## config.mk

```make
export PLATFORM = sky130hd
export DESIGN_NAME = sm_to_tc_stream
export DESIGN_NICKNAME = d
export VERILOG_FILES = /design/src/rtl/rpu_msg_pkg.sv /design/src/rtl/sm_to_tc_stream_pipe_stage.sv /design/src/rtl/sm_to_tc_stream.sv
export SDC_FILE = /design/constraint.sdc
export NUM_CORES = 1
export LEC_CHECK = 0
export BUFFER_PORTS_ARGS = -buffer_cell sky130_fd_sc_hd__buf_2
export CORE_MARGIN = 4
export CORE_UTILIZATION = 49
export DETAILED_ROUTE_END_ITERATION = 10
export PLACE_DENSITY = 0.81
export SYNTH_ARGS = -nofsm -noshare
export SYNTH_HDL_FRONTEND = slang
export SYNTH_SLANG_ARGS = --single-unit
```

## constraint.sdc

```tcl
create_clock -name clk -period 2.5 [get_ports clk]
set_clock_uncertainty 0.1 [all_clocks]
set_input_delay 0.125 -clock clk [delete_from_list [all_inputs] [get_ports clk]]
set_output_delay 0.125 -clock clk [all_outputs]
set_load 0.05 [all_outputs]
```

## src/rtl/rpu_msg_pkg.sv

```systemverilog
// Shared message types for the decoder datapath: sign-magnitude and
// two's-complement check-node messages at the default width.
package rpu_msg_pkg;

  localparam int RPU_MSG_W = 6;

  typedef struct packed {
    logic                 sign;
    logic [RPU_MSG_W-2:0] mag;
  } sm_msg_t;

  typedef logic [RPU_MSG_W-1:0] tc_msg_t;

endpackage

```

## src/rtl/sm_to_tc_stream_pipe_stage.sv

```systemverilog
// One valid/ready register slice. The payload loads only on an accepted valid
// beat, so held data stays stable under backpressure.
module pipe_stage #(
  parameter int W = 8
) (
  input  logic         clk,
  input  logic         rst,
  input  logic         adv_i,
  input  logic         valid_i,
  input  logic [W-1:0] data_i,
  output logic         valid_o,
  output logic [W-1:0] data_o
);

  logic         valid_q;
  logic [W-1:0] data_q;

  always_ff @(posedge clk or posedge rst) begin
    if (rst) begin
      valid_q <= 1'b0;
      data_q  <= '0;
    end else if (adv_i) begin
      valid_q <= valid_i;
      if (valid_i) data_q <= data_i;
    end
  end

  assign valid_o = valid_q;
  assign data_o  = data_q;

endmodule

```

## src/rtl/sm_to_tc_stream.sv

```systemverilog
// Two-stage sign-magnitude to two's-complement message converter with
// backpressure. Define SM2TC_OFFSET_EN to apply offset min-sum correction in S1.
module sm_to_tc_stream
  import rpu_msg_pkg::*;
#(
  parameter int w      = RPU_MSG_W,
  parameter int OFFSET = 1
) (
  input  logic         clk,
  input  logic         rst,
  input  logic         in_valid,
  output logic         in_ready,
  input  logic         in_sign,
  input  logic [w-2:0] in_mag,
  input  logic         in_last,
  output logic         out_valid,
  input  logic         out_ready,
  output logic [w-1:0] out_data,
  output logic         out_last,
  input  logic         clr_flag,
  output logic         negz_flag
);

  logic         s1_adv, s2_adv;
  logic         s1_valid, s2_valid;
  logic [w-2:0] eff_mag;
  logic [w:0]   s1_in, s1_out;
  logic [w:0]   s2_in, s2_out;
  logic         s1_sign, s1_last;
  logic [w-2:0] s1_mag;
  logic [w-1:0] tc_data;
  logic         negz_q, negz_d;

`ifdef SM2TC_OFFSET_EN
  localparam logic [w-2:0] OFF_C = (w-1)'(OFFSET);
  // Saturate at zero rather than wrap when the offset exceeds the magnitude.
  assign eff_mag = (in_mag > OFF_C) ? in_mag - OFF_C : '0;
`else
  assign eff_mag = in_mag;
`endif

  assign s2_adv   = !s2_valid || out_ready;
  assign s1_adv   = !s1_valid || s2_adv;
  assign in_ready = s1_adv;

  assign s1_in = {in_sign, in_last, eff_mag};

  pipe_stage #(.W(w+1)) u_s1 (
    .clk     (clk),
    .rst     (rst),
    .adv_i   (s1_adv),
    .valid_i (in_valid),
    .data_i  (s1_in),
    .valid_o (s1_valid),
    .data_o  (s1_out)
  );

  assign {s1_sign, s1_last, s1_mag} = s1_out;

  // Negative zero folds to +0, so -2^(w-1) can never be formed.
  assign tc_data = (s1_sign && (s1_mag != '0)) ? (~{1'b0, s1_mag}) + 1'b1
                                               : {1'b0, s1_mag};
  assign s2_in   = {s1_last, tc_data};

  pipe_stage #(.W(w+1)) u_s2 (
    .clk     (clk),
    .rst     (rst),
    .adv_i   (s2_adv),
    .valid_i (s1_valid),
    .data_i  (s2_in),
    .valid_o (s2_valid),
    .data_o  (s2_out)
  );

  assign out_valid            = s2_valid;
  assign {out_last, out_data} = s2_out;

  always_comb begin
    negz_d = negz_q;
    if (in_valid && in_ready && in_sign && (eff_mag == '0)) negz_d = 1'b1;
    else if (clr_flag)                                      negz_d = 1'b0;
  end

  always_ff @(posedge clk or posedge rst) begin
    if (rst) negz_q <= 1'b0;
    else     negz_q <= negz_d;
  end

  assign negz_flag = negz_q;

endmodule
```

==> results_dict.tcl <==
set metrics [dict create \
    drc 0 \
    die_h_um 48.74 \
    finalCriticalPeriod_ns 2.010 \
    rr_worst_depth 4 \
    diodes 0 \
    worstSkewPairLatency_ns 0.29 \
    synth_area_leaders "dfrtp_1, mux2_2, mux2_4, a21oi_1, nand2b_4" \
    period_share_pct 80.41 \
    outcome "completed" \
    yosysWarningCount 0 \
    globalRouteOverflowTotal 0 \
    r2r_end "negz_flag" \
    ctsHoldBuffers 10 \
    clock_path_buffers 2 \
    cts_tree "built" \
    cts-resized-gates 0 \
    cts_sinks 17 \
    antenna_found_initial 0 \
    drv_slew 0 \
    drv_cap 0 \
    netlist_instances 62 \
    yosys_most_used_dff "dfrtp_1" \
    finalSetupViolations 0 \
    place_congestion 0.6936 \
    setup-tns-final_ns 0 \
    synth_edf_count 0 \
    fin_nets 111 \
    cp-start-kind "input port" \
    ios 22 \
    cp.arrival_ns 2.14 \
    drt_iter0_drc 8 \
    final_hold_viol_count 0 \
    synth-seq-cells 17 \
    core_area_sq_um 1541 \
    post-route-util_pct 68.43 \
    rsz0062_at_grt "no" \
    crit_path_end "negz_flag" \
    cts_max_level 1 \
    die_w_um 48.74 \
    worstSetupPathType "input port to register" \
    synth_area_sq_um 813.3 \
    crit_top_cell "dlygate4sd3_1" \
    cpMaxStageDelayCell "dlygate4sd3_1" \
    multiInputGateArea_sq_um 361.6 \
    seq_area_sq_um 425.4 \
    yosysTopAreaCell "dfrtp_1" \
    critPathRequiredTime_ns 2.63 \
    syn_avg_cell_area_sq_um 13.12 \
    grt_max_degree 18 \
    start_util_pct 52.76 \
    power.leakage_nw 0.5116 \
    dr.pass1.iters 3 \
    vias 596 \
    fmax_mhz 497.5 \
    fillCellCount 138 \
    reg2reg_slack_ns 0.67 \
    drive_gt1_share_pct 43.75 \
    synth.yosys.seq_area_share_pct 52.31 \
    root_buffer "clkbuf_4" \
    cp-startpoint "in_mag[1]" \
    critPathMaxFanout 2 \
    synth_top_area_share_pct 52.31 \
    hold_class "input port to register" \
    grt_pass1_vias 651 \
    end_kind "register" \
    r2r-start "u_s1.valid_o" \
    worst_pin_slew_ns 0.6328 \
    p_per_area_nw_per_um2 780.4 \
    io_buffers 21 \
    routed_wl_mm 1.517 \
    numCtsBuffers 3 \
    postCtsSetupRepairBufs 0 \
    path_cells "dlygate4sd3_1, buf_2, or4b_4, o41ai_2, dlygate4sd3_1" \
    grt_usage_pct 15.39 \
    synthDistinctLibCells 22 \
    synthToLayoutAreaGrowth_pct 29.69 \
    die_area_sq_um 2376 \
    path_clk_slew_ns 0.10 \
    ir_worst_vdd_uv 414.0 \
    synth_common_cells "dfrtp_1, a21oi_1, mux2_2" \
    wl_per_cell_um 13.54 \
    async_flop_share_pct 100.0 \
    grt_first_pass_wirelength_mm 2.898 \
    post_drt_via_cell_ratio 5.321 \
    synth_nets 76 \
    cpPeakStageDelay_ns 0.60 \
    synth.most_common_cell "dfrtp_1" \
    drtAntennaViolNets 0 \
    relSlewSlack_pct 57.76 \
    rows 14 \
]
## metrics by stage
stage	area [sq um]	setup WS [ns]	cells	hold slack (ns)	total power [mW]
floorplan	813.3	0.5512	62	-0.04893	0.6040
global placement	927.1	0.7530	98	0.1271	0.6658
detailed placement	927.1	0.6876	98	0.1361	0.6738
CTS	1055	0.5688	112	0.04608	0.8314
global route	1055	0.4325	112	0.06873	0.8765
finish	1055	0.4898	112	0.04649	0.8232
## placed cells by master (no fill, tap or decap), types with 2 or more instances in the layout
| master | instances |
|---|---|
| mux2_2 | 7 |
| inv_1 | 4 |
| dfrtp_1 | 17 |
| nor3b_1 | 2 |
| buf_2 | 21 |
| mux2i_1 | 2 |
| clkbuf_4 | 3 |
| a21oi_1 | 8 |
| nand2b_1 | 3 |
| ha_1 | 2 |
| mux2_4 | 3 |
| dlygate4sd3_1 | 10 |
| nand2b_4 | 2 |
## how the worst min path moves through the flow
stage / startpoint / to / slack [ns] / cells past startpoint
finish: out_ready / u_s1.valid_o / 0.05 / 3
global route: out_ready / u_s1.valid_o / 0.07 / 3
CTS: out_ready / u_s2.valid_o / 0.05 / 3
detailed placement: rst / u_s1.data_o[5] / 0.14 / 2
global placement: rst / u_s2.data_o[6] / 0.13 / 2
floorplan: rst / negz_flag / -0.05 / 1
## power by group
group	switching, mW	leakage, nW	total (mW)	internal, mW
combinational	0.200	0.297	0.312	0.112
clock	0.0863	0.0177	0.146	0.0595
sequential	0.0385	0.196	0.365	0.326
total	0.325	0.512	0.823	0.498
## flip-flops by register name (all words and copies together), names as in the netlist
signal / cells
u_s1.data_o: 7
u_s2.data_o: 7
negz_flag: 1
u_s1.valid_o: 1
u_s2.valid_o: 1
## worst max-delay path, delay by kind of cell
family	cells	cell delay, ns
compound gates	1	0.22
simple gates	1	0.53
buf+inv	3	1.27
## final cells by class
cell class	count	area share, %
sequential	17	40.33
multi-input combinational	40	34.28
timing repair buffer	31	19.45
clock buffer	3	2.135
tap	16	1.898
inverter	4	1.423
clock inverter	1	0.4745
## logic make-up after synthesis
logic type	Yosys count	synth area share, %
flops	17	52.31
mux	12	17.69
compound gates	11	8.308
simple gates	14	14.31
fa+ha+maj	2	3.076
xor+xnor	1	1.077
buf+inv	5	3.230
## layer usage
metal	vias up	GRT usage [%]	wire length, um
met3	2	5.215	113
met1	288	17.91	630
li1	287	-	-
met2	19	26.74	752
met5	-	0	0
met4	0	4.036	20
No activity file was read; power rests on OpenSTA's default activity.
